<file path="config.mk">
export PLATFORM = sky130hd
export DESIGN_NAME = uart_rx_core
export DESIGN_NICKNAME = d
export VERILOG_FILES = /design/src/rtl/uart_rx_core.sv
export SDC_FILE = /design/constraint.sdc
export NUM_CORES = 1
export LEC_CHECK = 0
export ABC_AREA = 1
export BUFFER_PORTS_ARGS = -buffer_cell sky130_fd_sc_hd__buf_2
export CAP_MARGIN = 10
export CORE_UTILIZATION = 48
export DETAILED_ROUTE_END_ITERATION = 10
export PLACE_DENSITY_LB_ADDON = 0.2
export SETUP_SLACK_MARGIN = 0.3
export SLEW_MARGIN = 5
export SYNTH_ARGS = -nofsm -noshare
export SYNTH_HDL_FRONTEND = slang
export SYNTH_SLANG_ARGS = --single-unit
export TNS_END_PERCENT = 100
</file>
<file path="constraint.sdc">
create_clock -name clk -period 3.95 [get_ports clk]
set_input_delay 0.5925 -clock clk [delete_from_list [all_inputs] [get_ports clk]]
set_output_delay 0.5925 -clock clk [all_outputs]
set_load 0.02 [all_outputs]
</file>
<file path="src/rtl/uart_rx_core.sv">
// UART receiver: 2-flop rx sync, mid-bit sampling on baud ticks, LSB-first, optional parity, stop check.
// Latency: data_valid 1 clk after the stop-bit sample point; no backpressure, one pulse per frame.
module uart_rx_core #(
  parameter int OVERSAMPLING = 16,
  parameter int DATA_WIDTH   = 8
) (
  input  logic                  clk,
  input  logic                  rst,
  input  logic                  baud,
  input  logic                  rx,
  input  logic                  parEn,
  input  logic                  parType,
  output logic [DATA_WIDTH-1:0] data_out,
  output logic                  data_valid,
  output logic                  parity_err,
  output logic                  frame_err,
  output logic                  busy
);

  localparam int CW = $clog2(OVERSAMPLING);
  localparam int BW = $clog2(DATA_WIDTH + 1);
  localparam logic [CW-1:0] TC_HALF  = CW'(OVERSAMPLING / 2 - 1);
  localparam logic [CW-1:0] TC_FULL  = CW'(OVERSAMPLING - 1);
  localparam logic [BW-1:0] LAST_BIT = BW'(DATA_WIDTH - 1);

  typedef enum logic [2:0] {
    S_IDLE, S_START, S_DATA, S_PARITY, S_STOP, S_BREAK
  } state_t;

  state_t                state, state_nxt;
  logic                  rx_meta, rx_s;
  logic [CW-1:0]         tick_cnt;
  logic [BW-1:0]         bit_idx;
  logic [DATA_WIDTH-1:0] shreg;
  logic                  par_en_l, par_type_l, par_bit;
  logic                  sample;
  logic                  start_ok, data_shift, par_capture, stop_done;

  always_ff @(posedge clk or negedge rst) begin
    if (!rst) begin
      rx_meta <= 1'b1;
      rx_s    <= 1'b1;
    end else begin
      rx_meta <= rx;
      rx_s    <= rx_meta;
    end
  end

  // The start bit is checked half a bit in; every later sample is a full bit apart.
  always_comb begin
    sample = baud && (tick_cnt == ((state == S_START) ? TC_HALF : TC_FULL));
  end

  always_ff @(posedge clk or negedge rst) begin
    if (!rst) state <= S_IDLE;
    else      state <= state_nxt;
  end

  always_comb begin
    state_nxt   = state;
    start_ok    = 1'b0;
    data_shift  = 1'b0;
    par_capture = 1'b0;
    stop_done   = 1'b0;
    case (state)
      S_IDLE: if (!rx_s) state_nxt = S_START;
      S_START: begin
        if (sample) begin
          if (rx_s) begin
            state_nxt = S_IDLE;
          end else begin
            start_ok  = 1'b1;
            state_nxt = S_DATA;
          end
        end
      end
      S_DATA: begin
        if (sample) begin
          data_shift = 1'b1;
          if (bit_idx == LAST_BIT) state_nxt = par_en_l ? S_PARITY : S_STOP;
        end
      end
      S_PARITY: begin
        if (sample) begin
          par_capture = 1'b1;
          state_nxt   = S_STOP;
        end
      end
      S_STOP: begin
        if (sample) begin
          stop_done = 1'b1;
          state_nxt = rx_s ? S_IDLE : S_BREAK;
        end
      end
      S_BREAK: if (rx_s) state_nxt = S_IDLE;
      default: state_nxt = S_IDLE;
    endcase
  end

  // Restart the bit timing on every state change; wrap explicitly so odd-sized counts work.
  always_ff @(posedge clk or negedge rst) begin
    if (!rst) begin
      tick_cnt <= '0;
    end else if (state_nxt != state) begin
      tick_cnt <= '0;
    end else if (sample) begin
      tick_cnt <= '0;
    end else if (baud) begin
      tick_cnt <= tick_cnt + CW'(1);
    end
  end

  always_ff @(posedge clk or negedge rst) begin
    if (!rst) begin
      bit_idx    <= '0;
      shreg      <= '0;
      par_en_l   <= 1'b0;
      par_type_l <= 1'b0;
      par_bit    <= 1'b0;
      data_out   <= '0;
      data_valid <= 1'b0;
      parity_err <= 1'b0;
      frame_err  <= 1'b0;
    end else begin
      data_valid <= stop_done;
      if (start_ok) begin
        par_en_l   <= parEn;
        par_type_l <= parType;
        bit_idx    <= '0;
      end
      if (data_shift) begin
        shreg   <= {rx_s, shreg[DATA_WIDTH-1:1]};
        bit_idx <= bit_idx + BW'(1);
      end
      if (par_capture) par_bit <= rx_s;
      if (stop_done) begin
        data_out   <= shreg;
        parity_err <= par_en_l & (par_bit != (^shreg ^ par_type_l));
        frame_err  <= ~rx_s;
      end
    end
  end

  assign busy = (state != S_IDLE);

endmodule

</file>
==> summary.txt <==
Layout
  – Number of diodes: 0
  – Layout cells sized above 1: 0.229
  – Synth-to-layout area growth: 13.2%
  – Final net count: 230
  – # fillers: 300
  – Design area: 2010 sq um
  – Post-layout util: 0.583

Yosys
  – Main combinational cell family by area after synthesis: simple AND/OR/NAND/NOR gates
  – Compound-Gate Fraction of Synth Area: 0.0776
  – Synth warnings: 0
  – Mux contribution to synthesized area: 0.00565
  – Seq/Total Area, Yosys: 0.495
  – Mapped cell area: 1770 sq um
  – Post-Synth XOR/XNOR Area: 0.0494
  – Synth Register Bits: 35
  – Synth Area in Adders: 0.0141
  – Mapped Cells: 202
  – Syn Nets: 210
  – Yosys cell types: 28
  – Syn_area_per_cell: 8.78 sq um
  – Synth Area in Simple Gates: 0.284

Critical path
  – Buffer and inverter count on the worst path: 0
  – CP Launch Type: flop
  – Required time of the critical path: 4170 ps
  – Critical path's top delay family: simple AND/OR/NAND/NOR gates
  – Reg-to-reg startpoint: tick_cnt[0]$_DFFE_PN0P_
  – Worst-path fanout max: 23
  – CP Capture Type: flop
  – Worst-path cell chain: ha_1 > nand2_2 > nor2_8 > nand4_2 > nor2_2 > nor2_4 > nand2_2 > nand2_1 > nand2_1 > nand2_2 > nor2_1
  – Critical path class: reg2reg
  – Worst path depth: 11
  – R2R depth: 11
  – Most used cell, CP: nand2_2
  – R2R Setup Slk: 1950 ps
  – Crit path to: tick_cnt[3]$_DFFE_PN0P_
  – Crit-path slowest cell: nand4_2
  – CP Data Arrival Time: 2220 ps
  – Critical R2R Capture: tick_cnt[3]$_DFFE_PN0P_
  – Largest stage delay, worst path: 450 ps
  – Worst setup path start: tick_cnt[0]$_DFFE_PN0P_

Clocking
  – Clk Latency, worst-skew pair: 290 ps
  – Count of clock tree sinks: 35
  – Post-CTS sizing: 0
  – Clock Root Buffer: clkbuf_8
  – CTS clk-pin slew, worst paths: 80 ps
  – Postcts setup bufs: 0
  – Hold-fix buffers, CTS: 0
  – CTS tree: built
  – H-Tree Depth: 2
  – CTS buffer count: 5
  – Clock Path Buffers: 2

Drt
  – Length of the first detailed-routing pass in iterations: 4
  – Routed Antenna Nets: 0
  – Starting DRT DRC Count: 55
  – Remaining DRCs: 0
  – Via Count: 1,306
  – DR vias/cell: 4.86
  – DRT Wirelength: 3.09 mm
  – Wire per inst: 11.5 microns

Timing
  – Worst-margin pin slew: 754 ps
  – Worst rel slew slack: 0.497
  – Max-slew violation count: 0
  – Final setup vio count: 0
  – Worst hold slack: 356 ps
  – Final Hold Vio Count: 0
  – Fmax: 500 MHz
  – Worst-case clock skew: 5.34 ps
  – Crit share post-route: 0.506
  – RSZ-0062 raised after global routing: false
  – Final min period: 2000 ps
  – Sum Neg Setup Slack: 0 ps

Place
  – Placed Area: 1890 sq um
  – IO buf count: 17
  – Final Wtd Congestion: 0.910
  – Final HPWL DP: 2.24 mm

Die
  – Core area: 3440 sq um
  – Die Ht: 62.8 microns
  – Full die area: 3940 sq um
  – Site row count: 21
  – Initial core utilization: 0.515
  – IO Count: 18
  – Die Span X: 62.8 microns

Global routing
  – Initial antenna violation count: 0
  – GRT Total Usage: 0.187
  – First-pass GRT wire length: 5.56 mm
  – GR Overflow Total: 0
  – Largest net degree at the start of global routing: 36
  – Vias in the first global route: 1,255

Power
  – Cell Int Power: 0.674 mW
  – Sequential share of power: 0.432
  – Sw frac: 0.337
  – Logic pwr share: 0.254
  – Switch Pwr: 0.343 mW
  – Clk pwr share: 0.314
  – Power Total: 1.02 mW
  – PwrDens: 507 nW/um^2
  – Pleak: 1.05 nW
  – Worst VDD drop: 0.363 mV

Outcome
  – Status: complete, no violations

Run
  – Max-cap viol count: 0

Worst hold path
  – Hold crit path type: in2async
cell usage in the layout (no fill, tap or decap):
master,count
xnor2_1,3
o21ai_0,16
nand4_2,2
mux2i_1,1
a21oi_1,2
nand3_4,1
nand2_1,48
xor2_1,7
nor2_2,2
dfrtp_1,33
nand2_2,8
nor3_1,1
inv_1,25
clkinv_4,1
nand4_4,1
bufinv_16,1
buf_2,17
nor2_4,4
dfstp_2,2
clkbuf_8,5
nand3_1,11
o21ai_1,8
nand4_1,4
ha_1,2
nor2_1,10
nor2_8,1
clkinv_2,1
inv_2,4
a21boi_1,1
nand3_2,1
synthesized netlist by cell type:
master	count	area share
nand3_1	11	0.031
nor2_1	10	0.021
nand3_2	1	0.0056
ha_1	2	0.014
dfrtp_1	33	0.47
o21ai_0	16	0.045
buf_4	1	0.0042
nand4_1	4	0.014
a21oi_1	2	0.0056
dfstp_2	2	0.030
mux2i_1	1	0.0056
nor2_4	4	0.025
o21ai_1	8	0.023
nand3_4	1	0.0099
a21boi_1	1	0.0042
nor2_2	2	0.0071
nand2_2	8	0.028
xor2_1	7	0.035
inv_1	25	0.053
nor3_1	1	0.0028
clkbuf_1	1	0.0021
nand4_4	1	0.012
nand2_1	48	0.10
nor2_8	1	0.011
xnor2_1	3	0.015
buf_2	2	0.0056
nand4_2	2	0.014
inv_2	4	0.0085
kinds of logic (layout without fill, tap and decap cells):
kind of cell / Yosys count / count (layout)
compound gates: 27 / 27
xor+xnor: 10 / 10
fa+ha+maj: 2 / 2
buf+inv: 33 / 54
flops: 35 / 35
mux: 1 / 1
simple gates: 94 / 94
layout make-up:
| type | instances | area [sq um] | share of cell area |
|---|---|---|---|
| Timing Repair Buffer | 17 | 85.1 | 0.0424 |
| Sequential cell | 35 | 878 | 0.438 |
| Clock inverter | 3 | 43.8 | 0.0218 |
| Clock buffer | 5 | 68.8 | 0.0343 |
| Tap cell | 46 | 57.6 | 0.0287 |
| Multi-Input combinational cell | 134 | 764 | 0.381 |
| Inverter | 29 | 109 | 0.0542 |
metrics by stage:
step,setup WS [ps],std cells
floorplan,2380,202
global placement,1810,261
detailed placement,1770,261
CTS,1930,269
global route,1720,269
finish,1950,269
worst min-delay path by stage:
stage | startpoint | slack [ps] | end | depth (start not counted)
floorplan | rst | 300 | bit_idx[0]$_DFFE_PN0P_ | 0
global placement | rx_meta$_DFF_PN1_ | 350 | rx_s$_DFF_PN1_ | 0
detailed placement | rx_meta$_DFF_PN1_ | 350 | rx_s$_DFF_PN1_ | 0
CTS | rx_meta$_DFF_PN1_ | 360 | rx_s$_DFF_PN1_ | 0
global route | rx_meta$_DFF_PN1_ | 360 | rx_s$_DFF_PN1_ | 0
finish | rst | 360 | data_out[1]$_DFFE_PN0P_ | 1
power groups by stage:
stage	clock network (mW)	registers, mW	logic, mW
final	0.320	0.439	0.258
after global routing	0.344	0.445	0.297
after CTS	0.329	0.438	0.261
after detailed placement	0	0.446	0.259
after global placement	0	0.444	0.255
after floorplan	0	0.425	0.233
metal layers:
metal / wire length, microns / track usage / vias up
li1: - / - / 681
met1: 1620 / 0.251 / 592
met2: 1290 / 0.268 / 27
met3: 113 / 0.0639 / 6
met4: 64 / 0.0901 / 0
met5: 0 / 0 / -
flip-flops by register name (all words and copies together), names as in the netlist, 3 cells and up:
register,cells
bit_idx,4
data_out,8
shreg,8
state,3
tick_cnt,4
No activity file was read; power rests on OpenSTA's default activity.
